<file path="config.mk">
export PLATFORM = sky130hd
export DESIGN_NAME = param_sync_fifo_flat
export DESIGN_NICKNAME = d
export VERILOG_FILES = /design/src/rtl/param_sync_fifo_pkg.sv /design/src/rtl/param_sync_fifo_if.sv /design/src/rtl/param_sync_fifo_mem.sv /design/src/rtl/param_sync_fifo.sv /design/src/flat_wrapper.sv
export SDC_FILE = /design/constraint.sdc
export NUM_CORES = 1
export LEC_CHECK = 0
export ABC_CLOCK_PERIOD_IN_PS = 2900
export CAP_MARGIN = 20
export CORE_MARGIN = 1.5
export CORE_UTILIZATION = 30
export CTS_CLUSTER_SIZE = 14
export DETAILED_ROUTE_END_ITERATION = 16
export GPL_ROUTABILITY_DRIVEN = 1
export PLACE_DENSITY = 0.56
export SLEW_MARGIN = 20
export SYNTH_ARGS = -nofsm -noshare
export SYNTH_HDL_FRONTEND = slang
export SYNTH_SLANG_ARGS = --single-unit
</file>
<file path="constraint.sdc">
create_clock -name clock -period 2.9 [get_ports clock]
set_clock_uncertainty 0.2 [all_clocks]
set_input_delay 0.87 -clock clock [delete_from_list [all_inputs] [get_ports clock]]
set_output_delay 0.87 -clock clock [all_outputs]
set_load 0.005 [all_outputs]
</file>
<file path="src/rtl/param_sync_fifo_pkg.sv">
// Shared types and helpers for param_sync_fifo.
// Optional feature macro: SYNC_FIFO_PARITY_EN (per-entry even parity + par_err).
package sync_fifo_pkg;

   // Widest data word the parity helper accepts; narrower words are zero-extended.
   localparam int PAR_MAX_W = 256;

   // Sticky error flags reported by the FIFO.
   typedef struct packed {
      logic ovf;
      logic udf;
      logic par_err;
   } fifo_flags_t;

   // Occupancy counter width: must hold 0..depth inclusive.
   function automatic int cnt_w(input int depth);
      return $clog2(depth + 1);
   endfunction

   // Pointer width: must address 0..depth-1, at least one bit.
   function automatic int ptr_w(input int depth);
      return (depth <= 2) ? 1 : $clog2(depth);
   endfunction

   // Even parity bit: makes the total number of ones (data + bit) even.
   function automatic logic even_parity(input logic [PAR_MAX_W-1:0] data);
      return ^data;
   endfunction

endpackage

</file>
<file path="src/rtl/param_sync_fifo_if.sv">
// Producer/consumer-facing bundle of param_sync_fifo.
// The par_err signal exists only when SYNC_FIFO_PARITY_EN is defined.
interface param_sync_fifo_if import sync_fifo_pkg::*; #(
   parameter int WIDTH = 8,
   parameter int DEPTH = 16
) ();

   localparam int CNT_W = cnt_w(DEPTH);

   logic             clear;
   logic             push;
   logic [WIDTH-1:0] w_data;
   logic             pop;
   logic [WIDTH-1:0] r_data;
   logic             valid;
   logic             ept;
   logic             ful;
   logic             almost_ept;
   logic             almost_ful;
   logic [CNT_W-1:0] count;
   logic             ovf;
   logic             udf;
`ifdef SYNC_FIFO_PARITY_EN
   logic             par_err;
`endif

   // Agent side: issues requests, observes data and status.
   modport master (
      output clear, push, w_data, pop,
`ifdef SYNC_FIFO_PARITY_EN
      input  par_err,
`endif
      input  r_data, valid, ept, ful, almost_ept, almost_ful, count, ovf, udf
   );

   // FIFO side: accepts requests, drives data and status.
   modport slave (
      input  clear, push, w_data, pop,
`ifdef SYNC_FIFO_PARITY_EN
      output par_err,
`endif
      output r_data, valid, ept, ful, almost_ept, almost_ful, count, ovf, udf
   );

endinterface

</file>
<file path="src/rtl/param_sync_fifo_mem.sv">
// Storage for param_sync_fifo: DEPTH x DW array, one write port, one
// registered read port. Storage and read register are deliberately not reset
// so the array maps onto block/distributed RAM.
module sync_fifo_mem #(
   parameter int DW    = 8,
   parameter int DEPTH = 16,
   parameter int AW    = 4
) (
   input  logic          clock,
   input  logic          i_we,
   input  logic [AW-1:0] i_waddr,
   input  logic [DW-1:0] i_wdata,
   input  logic          i_re,
   input  logic [AW-1:0] i_raddr,
   output logic [DW-1:0] o_rdata
);

   logic [DW-1:0] r_mem [DEPTH];
   logic [DW-1:0] r_rdata;

   // Write port.
   always_ff @(posedge clock) begin
      if (i_we) begin
         r_mem[i_waddr] <= i_wdata;
      end
   end

   // Registered read; a same-address write in the same cycle returns the old word.
   always_ff @(posedge clock) begin
      if (i_re) begin
         r_rdata <= r_mem[i_raddr];
      end
   end

   assign o_rdata = r_rdata;

endmodule

</file>
<file path="src/rtl/param_sync_fifo.sv">
// param_sync_fifo: single-clock FIFO with arbitrary DEPTH (>= 2), occupancy
// count, almost-full/almost-empty thresholds, sticky overflow/underflow and a
// synchronous flush. Read latency is one cycle, no empty bypass.
// Optional feature macro: SYNC_FIFO_PARITY_EN (even parity per entry, par_err).
module param_sync_fifo import sync_fifo_pkg::*; #(
   parameter int WIDTH     = 8,
   parameter int DEPTH     = 16,
   parameter int AFULL_TH  = DEPTH - 2,
   parameter int AEMPTY_TH = 2
) (
   input  logic             clock,
   input  logic             reset,
   param_sync_fifo_if.slave bus
);

   localparam int CNT_W = cnt_w(DEPTH);
   localparam int PTR_W = ptr_w(DEPTH);
`ifdef SYNC_FIFO_PARITY_EN
   localparam int MEM_W = WIDTH + 1;
`else
   localparam int MEM_W = WIDTH;
`endif

   localparam logic [PTR_W-1:0] LAST_PTR   = PTR_W'(DEPTH - 1);
   localparam logic [CNT_W-1:0] FULL_CNT   = CNT_W'(DEPTH);
   localparam logic [CNT_W-1:0] AFULL_CNT  = CNT_W'(AFULL_TH);
   localparam logic [CNT_W-1:0] AEMPTY_CNT = CNT_W'(AEMPTY_TH);

   logic [PTR_W-1:0] r_wr_ptr, w_wr_ptr_next;
   logic [PTR_W-1:0] r_rd_ptr, w_rd_ptr_next;
   logic [CNT_W-1:0] r_count, w_count_next;
   logic             r_ept, w_ept_next;
   logic             r_ful, w_ful_next;
   logic             r_almost_ept, w_almost_ept_next;
   logic             r_almost_ful, w_almost_ful_next;
   logic             r_ovf, w_ovf_next;
   logic             r_udf, w_udf_next;
   logic             r_valid;
   logic             r_has_data;
   logic             w_pop_acc;
   logic             w_push_acc;
   logic [MEM_W-1:0] w_wr_word;
   logic [MEM_W-1:0] w_rd_word;

   // Explicit modulo-DEPTH increment; works for non-power-of-two depths.
   function automatic logic [PTR_W-1:0] ptr_inc(input logic [PTR_W-1:0] p);
      return (p == LAST_PTR) ? '0 : p + PTR_W'(1);
   endfunction

   // Request acceptance: clear masks both; a full FIFO takes a push only alongside a pop.
   always_comb begin
      w_pop_acc  = !bus.clear && bus.pop && !r_ept;
      w_push_acc = !bus.clear && bus.push && (!r_ful || w_pop_acc);
   end

   // Next pointers, occupancy and sticky error flags.
   always_comb begin
      w_wr_ptr_next = r_wr_ptr;
      w_rd_ptr_next = r_rd_ptr;
      w_count_next  = r_count;
      w_ovf_next    = r_ovf;
      w_udf_next    = r_udf;
      if (bus.clear) begin
         w_wr_ptr_next = '0;
         w_rd_ptr_next = '0;
         w_count_next  = '0;
         w_ovf_next    = 1'b0;
         w_udf_next    = 1'b0;
      end else begin
         if (w_push_acc) begin
            w_wr_ptr_next = ptr_inc(r_wr_ptr);
         end
         if (w_pop_acc) begin
            w_rd_ptr_next = ptr_inc(r_rd_ptr);
         end
         if (w_push_acc && !w_pop_acc) begin
            w_count_next = r_count + CNT_W'(1);
         end else if (!w_push_acc && w_pop_acc) begin
            w_count_next = r_count - CNT_W'(1);
         end
         if (bus.push && r_ful && !bus.pop) begin
            w_ovf_next = 1'b1;
         end
         if (bus.pop && r_ept) begin
            w_udf_next = 1'b1;
         end
      end
   end

   // Status flags derived from the next occupancy so they register in step with count.
   always_comb begin
      w_ept_next        = (w_count_next == '0);
      w_ful_next        = (w_count_next == FULL_CNT);
      w_almost_ept_next = (w_count_next <= AEMPTY_CNT);
      w_almost_ful_next = (w_count_next >= AFULL_CNT);
   end

   // Control state registers; r_has_data masks the unreset read register until the first pop.
   always_ff @(posedge clock or negedge reset) begin
      if (!reset) begin
         r_wr_ptr     <= '0;
         r_rd_ptr     <= '0;
         r_count      <= '0;
         r_ept        <= 1'b1;
         r_ful        <= 1'b0;
         r_almost_ept <= 1'b1;
         r_almost_ful <= 1'b0;
         r_ovf        <= 1'b0;
         r_udf        <= 1'b0;
         r_valid      <= 1'b0;
         r_has_data   <= 1'b0;
      end else begin
         r_wr_ptr     <= w_wr_ptr_next;
         r_rd_ptr     <= w_rd_ptr_next;
         r_count      <= w_count_next;
         r_ept        <= w_ept_next;
         r_ful        <= w_ful_next;
         r_almost_ept <= w_almost_ept_next;
         r_almost_ful <= w_almost_ful_next;
         r_ovf        <= w_ovf_next;
         r_udf        <= w_udf_next;
         r_valid      <= w_pop_acc;
         if (w_pop_acc) begin
            r_has_data <= 1'b1;
         end
      end
   end

   sync_fifo_mem #(
      .DW    (MEM_W),
      .DEPTH (DEPTH),
      .AW    (PTR_W)
   ) u_mem (
      .clock   (clock),
      .i_we    (w_push_acc),
      .i_waddr (r_wr_ptr),
      .i_wdata (w_wr_word),
      .i_re    (w_pop_acc),
      .i_raddr (r_rd_ptr),
      .o_rdata (w_rd_word)
   );

`ifdef SYNC_FIFO_PARITY_EN
   logic r_par_err;
   logic w_par_mismatch;

   assign w_wr_word      = {even_parity(PAR_MAX_W'(bus.w_data)), bus.w_data};
   assign w_par_mismatch = r_valid &&
                           (w_rd_word[WIDTH] != even_parity(PAR_MAX_W'(w_rd_word[WIDTH-1:0])));

   // Sticky parity error, cleared by reset or flush.
   always_ff @(posedge clock or negedge reset) begin
      if (!reset) begin
         r_par_err <= 1'b0;
      end else if (bus.clear) begin
         r_par_err <= 1'b0;
      end else if (w_par_mismatch) begin
         r_par_err <= 1'b1;
      end
   end

   // A fresh mismatch shows up in the same cycle as the valid word that carries it.
   assign bus.par_err = r_par_err || w_par_mismatch;
`else
   assign w_wr_word = bus.w_data;
`endif

   assign bus.r_data     = r_has_data ? w_rd_word[WIDTH-1:0] : '0;
   assign bus.valid      = r_valid;
   assign bus.ept        = r_ept;
   assign bus.ful        = r_ful;
   assign bus.almost_ept = r_almost_ept;
   assign bus.almost_ful = r_almost_ful;
   assign bus.count      = r_count;
   assign bus.ovf        = r_ovf;
   assign bus.udf        = r_udf;

endmodule

</file>
<file path="src/flat_wrapper.sv">
// flat-port wrapper written by rule: the top's interface ports become plain ports
module param_sync_fifo_flat import sync_fifo_pkg::*;
#(
   parameter int WIDTH     = 8,
   parameter int DEPTH     = 16,
   parameter int AFULL_TH  = DEPTH - 2,
   parameter int AEMPTY_TH = 2
)
  (clock, reset, bus_clear, bus_push, bus_w_data, bus_pop, bus_r_data, bus_valid, bus_ept, bus_ful, bus_almost_ept, bus_almost_ful, bus_count, bus_ovf, bus_udf);
  param_sync_fifo_if #(.WIDTH(WIDTH), .DEPTH(DEPTH)) bus_i ();
  input  logic clock;
  input  logic reset;
  input wire logic [$bits(bus_i.clear)-1:0] bus_clear;
  input wire logic [$bits(bus_i.push)-1:0] bus_push;
  input wire logic [$bits(bus_i.w_data)-1:0] bus_w_data;
  input wire logic [$bits(bus_i.pop)-1:0] bus_pop;
  output wire logic [$bits(bus_i.r_data)-1:0] bus_r_data;
  output wire logic [$bits(bus_i.valid)-1:0] bus_valid;
  output wire logic [$bits(bus_i.ept)-1:0] bus_ept;
  output wire logic [$bits(bus_i.ful)-1:0] bus_ful;
  output wire logic [$bits(bus_i.almost_ept)-1:0] bus_almost_ept;
  output wire logic [$bits(bus_i.almost_ful)-1:0] bus_almost_ful;
  output wire logic [$bits(bus_i.count)-1:0] bus_count;
  output wire logic [$bits(bus_i.ovf)-1:0] bus_ovf;
  output wire logic [$bits(bus_i.udf)-1:0] bus_udf;
  assign bus_i.clear = bus_clear;
  assign bus_i.push = bus_push;
  assign bus_i.w_data = bus_w_data;
  assign bus_i.pop = bus_pop;
  assign bus_r_data = bus_i.r_data;
  assign bus_valid = bus_i.valid;
  assign bus_ept = bus_i.ept;
  assign bus_ful = bus_i.ful;
  assign bus_almost_ept = bus_i.almost_ept;
  assign bus_almost_ful = bus_i.almost_ful;
  assign bus_count = bus_i.count;
  assign bus_ovf = bus_i.ovf;
  assign bus_udf = bus_i.udf;
  param_sync_fifo #(.WIDTH(WIDTH), .DEPTH(DEPTH), .AFULL_TH(AFULL_TH), .AEMPTY_TH(AEMPTY_TH)) u_core (.clock(clock), .reset(reset), .bus(bus_i));
endmodule
</file>
# ---- After elaboration in Yosys (flattened, before gate mapping)
# Memory sizes are Yosys's and may differ from the RTL's. A register that Yosys moved wholly into a read port is not among the register bits.
# Index checks and enable logic that the tools add are counted.
dict set report totals {
  reg_bits 21
  latchBits 0
  ram_bits 128
  romBits 0
  inputBits 13
  out_inout_bits 20
  word_cells 58
  memories 1
}
# memory depth width read_ports rd_clocked_by_memory_dff wr line_no
set mem_list {}
lappend mem_list {u_core.u_mem.r_mem 16 8 1 1 1 param_sync_fifo_mem.sv:18} ;# logic [DW-1:0] r_mem [DEPTH];
dict set report classes {
  n_addsub 4
  n_mul 0
  div_mod_pow 0
  magnitude_cmp 2
  n_eq_ne 3
  shift 0
  muxes 16
  bitwise_logic 0
  n_reduce_logical 21
}
# operator count
set ops {}
lappend ops {{4-bit two-way mux} 6}
lappend ops {{5-bit two-way mux} 3}
lappend ops {{1-bit logical AND} 9}
lappend ops {{4-bit by 1-bit adder with 4-bit output (second input constant)} 2}
lappend ops {{4-bit equality test (second input constant)} 2}
lappend ops {{8-bit two-way mux} 1}
lappend ops {{2-bit nonzero test} 4}
lappend ops {{1-bit zero test} 6}
lappend ops {{1-bit two-way mux} 6}
lappend ops {{5-bit by 1-bit adder with 5-bit output (second input constant)} 1}
lappend ops {{5-bit equality test (second input constant)} 1}
lappend ops {{5-bit by 4-bit greater-or-equal comparator with 1-bit output (second input constant)} 1}
lappend ops {{5-bit by 2-bit less-or-equal comparator with 1-bit output (second input constant)} 1}
lappend ops {{5-bit zero test} 1}
lappend ops {{5-bit by 1-bit subtractor with 5-bit output (second input constant)} 1}
lappend ops {{1-bit logical OR} 1}

# ---- Longest topological paths before layout
dict set report depth {
  depth_word 11
  mapped_depth 7
  mapped_depth_nobuf 7
}

# ---- Hierarchy
# A second synthesis with hierarchy kept.
dict set report hier_totals {
  cells_unflattened 356
  hier_area_um2 6466.2
}
# module instances cells_per_inst area_per_inst_um2 seq_area_each_um2
set by_module_without_submodules {}
lappend by_module_without_submodules {sync_fifo_mem 1 229 5227.5 4083.9}
lappend by_module_without_submodules {param_sync_fifo 1 127 1238.7 528.0}

# ---- Worst setup path before layout
# No wires, ideal clock.
dict set report synth_timing {
  kind {in2reg}
  startpoint {in bus_pop}
  endpoint {mem u_core.u_mem.r_mem[5][0], enable pin}
  setup_time_ns 0.383
  arrival_ns 2.175
  required_ns 2.317
  path_slack_ns 0.142
  stages 5
  n_path_buf 1
  path_cell_list {nand2b_1 > buf_4 > a21boi_2 > nand3_2 > nor3_1}
}
dict set report synth_between {
  elab_chain_len 6
}
# item line_no
set synth_rtl {}
lappend synth_rtl {{start: declaration} flat_wrapper.sv:16} ;# input wire logic [$bits(bus_i.pop)-1:0] bus_pop;
lappend synth_rtl {{1-bit logical AND (2 in series)} param_sync_fifo.sv:52} ;# w_pop_acc = !bus.clear && bus.pop && !r_ept;
lappend synth_rtl {{1-bit logical OR} param_sync_fifo.sv:53} ;# w_push_acc = !bus.clear && bus.push && (!r_ful || w_pop_acc);
lappend synth_rtl {{1-bit logical AND} param_sync_fifo.sv:53}
lappend synth_rtl {{1-bit two-way mux} param_sync_fifo_mem.sv:23} ;# if (i_we) begin
lappend synth_rtl {{1-bit two-way mux (not written as such)} param_sync_fifo_mem.sv:24} ;# r_mem[i_waddr] <= i_wdata;
lappend synth_rtl {{end: declaration} param_sync_fifo_mem.sv:18}
# Every way passes these cells.

# ---- Worst setup path after layout
dict set report layout_timing {
  startpoint {reg u_core.r_count[1], in the netlist u_core.bus.count[1]}
  endpoint {out bus_count[1]}
}
# item line_no
set layout_lines {}
lappend layout_lines {{start: declaration} param_sync_fifo.sv:31} ;# logic [CNT_W-1:0] r_count, w_count_next;
lappend layout_lines {{start signal: assignment} param_sync_fifo.sv:115} ;# r_count <= w_count_next;
lappend layout_lines {{end: declaration} flat_wrapper.sv:23} ;# output wire logic [$bits(bus_i.count)-1:0] bus_count;
# No word-level cell between the ends.

==> flow_summary.json <==
{
  "synth-seq-area-share_pct": 70.7,
  "synth_top_area_share_pct": 62.6,
  "drtIter0Drc": 230,
  "worst_pin_slew_ns": 0.742,
  "cts_resized": 0,
  "fp.dieArea_sq_um": 22600,
  "holdWs_ns": 0.318,
  "synth_top_area_cell": "edfxtp_1",
  "path_cells": "clkdlybuf4s50_1",
  "hold_path.class": "flip-flop to flip-flop",
  "io_pins": 33,
  "synth_nets": 415,
  "place.gp.congestion": 0.791,
  "p_comb_share_pct": 15.6,
  "area_growth_pct": 22.8,
  "powerDensity_nw_per_um2": 721,
  "synth_area_leaders": "edfxtp_1 63%, dfrtp_1 7.3%, mux4_2 5.5%",
  "worst-path-stages": 1,
  "seqPwrFrac_pct": 45.6,
  "grt_max_degree": 37,
  "crit_family": "buffers and inverters",
  "status": "completed",
  "via_per_inst": 4.88,
  "period_share_pct": 91.7,
  "crit_end": "bus_count[1]",
  "cts_hold_buf": 0,
  "synth_edf_count": 136,
  "crit_start": "u_core.bus.count[1]",
  "worst_path_largest_cell_delay_ns": 0.59,
  "cts_root_buf": "clkbuf_16",
  "post_cts_buffers": 0,
  "cts_sinks": 157,
  "p_total_mw": 5.77,
  "p_int_mw": 4.36,
  "drv_cap": 0,
  "die_h_microns": 150,
  "seqCellArea_sq_um": 4610,
  "dpl_worst_slack_ns": -0.0770,
  "wl_per_cell_microns": 19.0,
  "drtPass1Iterations": 4,
  "synth_flop_cell": "edfxtp_1",
  "r2r_slack_ns": 0.70,
  "antenna_left": 0,
  "multi_input_area_sq_um": 1770,
  "syn_inst": 395,
  "synth_cell_types": 52,
  "reg2reg_from": "u_core.bus.count[1]",
  "yosysWarningCount": 0,
  "grt-ovfl-total": 0,
  "cts-buffers-inserted": 17,
  "clockPowerShare_pct": 38.7,
  "setup_violations": 0,
  "crit_fanout": 9,
  "antenna_found_initial": 0,
  "clockBufferDepth": 2,
  "drive_gt1_share_pct": 20.6,
  "path_clk_slew_ns": 0.06,
  "cp-start-kind": "flip-flop",
  "core_sq_um": 21200,
  "drcViolationCount": 0,
  "hpwlAfterDp_microns": 9750,
  "vias": 3666,
  "path_buf_inv": 1,
  "fillCellCount": 1933,
  "grt_pass1_wl_microns": 22200,
  "synth.avg_cell_area_sq_um": 16.5,
  "syn_area_sq_um": 6520,
  "grt_pass1_vias": 3863,
  "power.switching_mw": 1.41,
  "fmax_mhz": 376,
  "reg2reg_to": "u_core.bus.almost_ful",
  "final.min_clock_period_ns": 2.66,
  "totalWireLength_microns": 14300,
  "hold_viol_final": 0,
  "initial_core_util_pct": 30.8,
  "post-route-util_pct": 37.9,
  "cp.required_ns": 1.83,
  "cts_tree": "built",
  "worstSetupPathType": "flip-flop to output pin",
  "io_buffers": 32,
  "rsz0062_at_grt": "false",
  "cts-htree-levels": 4,
  "nets": 483,
  "rr_worst_depth": 7,
  "report.final.slew_viol_count": 0,
  "relSlewSlack_pct": 50.4,
  "synthArstFlopShare_pct": 13.4,
  "die_w_microns": 150,
  "track_usage_pct": 13.8,
  "diodes": 0,
  "worst_slack_ns": 0.240,
  "leakage_nw": 2.66,
  "synth-seq-cells": 157,
  "core.rowCount": 53,
  "cp_data_arrival_time_ns": 1.59,
  "clk_latency_ns": 0.42,
  "swShare_pct": 24.5,
  "max-vdd-ir-drop_mv": 0.433,
  "cp_slowest_cell": "clkdlybuf4s50_1",
  "critical_path.endpoint_type": "output pin"
}
==> power by group through the flow <==
stage	Sequential (mW)	Combinational (mW)	Clock [mW]
2_1_floorplan	2.66	0.570	0
3_3_place_gp	2.68	0.904	0
3_5_place_dp	2.68	0.912	0
4_1_cts	2.64	0.917	2.28
5_1_grt	2.65	0.987	2.37
6_report	2.64	0.902	2.24
==> layout make-up <==
type / instances / area share (%)
Sequential cell: 157 / 57.6
Multi-Input combinational cell: 209 / 22.1
Timing Repair Buffer: 67 / 8.06
Clock buffer: 18 / 5.36
Tap cell: 275 / 4.30
Clock inverter: 14 / 2.08
Inverter: 11 / 0.515
==> per-stage QoR <==
stage	cell area [sq um]	TNS [ns]	instances
finish	8010	0	751
detailed placement	7410	-3.15	719
global placement	7410	-0.487	719
global route	8010	0	751
floorplan	6520	0	395
CTS	8010	0	751
==> how the worst min path moves through the flow <==
| stage | from | to | slack, ns | depth (start not counted) |
|---|---|---|---|---|
| after floorplan | u_core.bus.udf | u_core.bus.udf | 0.29 | 2 |
| after global placement | u_core.bus.ovf | u_core.bus.ovf | 0.30 | 2 |
| after detailed placement | u_core.bus.ovf | u_core.bus.ovf | 0.30 | 2 |
| after CTS | u_core.bus.ovf | u_core.bus.ovf | 0.32 | 2 |
| after global routing | u_core.bus.ovf | u_core.bus.ovf | 0.36 | 2 |
| final | u_core.bus.ovf | u_core.bus.ovf | 0.32 | 2 |
==> state kept, by name, summed over array words and instances, names as in the netlist <==
| register | count |
|---|---|
| u_core.bus.udf | 1 |
| u_core.r_has_data | 1 |
| u_core.u_mem.r_mem | 128 |
| u_core.u_mem.o_rdata | 8 |
| u_core.bus.ovf | 1 |
| u_core.r_wr_ptr | 4 |
| u_core.bus.valid | 1 |
| u_core.bus.almost_ept | 1 |
| u_core.bus.ful | 1 |
| u_core.bus.count | 5 |
| u_core.bus.almost_ful | 1 |
| u_core.bus.ept | 1 |
| u_core.r_rd_ptr | 4 |
==> cell usage in the layout, fill, tap and decap left out, drive strengths merged, types with 9 or more instances in the layout <==
cell type and n:
a21oi 16, a221oi 9, and2 16, buf 35, clkbuf 18, clkdlybuf4s50 32, dfrtp 19, edfxtp 136
inv 14, mux2i 24, mux4 16, nand2 16, nor2 18, nor3 11, o21ai 17
==> routing by layer <==
layer / GRT usage (%) / up-vias / part of all wire [%]
li1: - / 1683 / -
met1: 17.0 / 1856 / 43
met2: 22.8 / 103 / 50
met3: 3.97 / 24 / 5.1
met4: 5.93 / 0 / 2.3
met5: 0 / - / 0
==> logic make-up after synthesis <==
family | after synthesis | synth area share (%)
compound gates | 65 | 7.14
xor+xnor | 7 | 0.940
fa+ha+maj | 7 | 1.34
buf+inv | 29 | 2.13
flops | 157 | 70.7
mux | 48 | 10.6
simple gates | 82 | 7.14
==> synthesized netlist by cell type, types with 2 or more instances <==
| cell | number |
|---|---|
| a21oi_1 | 14 |
| a21oi_4 | 2 |
| a221oi_1 | 9 |
| a22oi_1 | 8 |
| a31oi_1 | 4 |
| and2_1 | 16 |
| buf_1 | 2 |
| buf_2 | 6 |
| buf_4 | 2 |
| buf_6 | 2 |
| clkbuf_1 | 6 |
| dfrtp_1 | 19 |
| dfstp_2 | 2 |
| edfxtp_1 | 136 |
| ha_1 | 7 |
| inv_1 | 11 |
| mux2_1 | 7 |
| mux2i_1 | 24 |
| mux4_2 | 16 |
| nand2_1 | 16 |
| nand2b_1 | 2 |
| nand3_1 | 4 |
| nor2_1 | 18 |
| nor3_1 | 11 |
| nor4b_2 | 3 |
| o21ai_0 | 16 |
| o31ai_1 | 2 |
| xnor2_1 | 4 |
| xor2_1 | 3 |
==> worst min-delay path, cell delays in order (launching register included) <==
cell,delay (ns)
dfrtp_1,0.36
a31oi_1,0.05
nor2_1,0.07
Note: power is estimated with default switching activity, not from simulation.
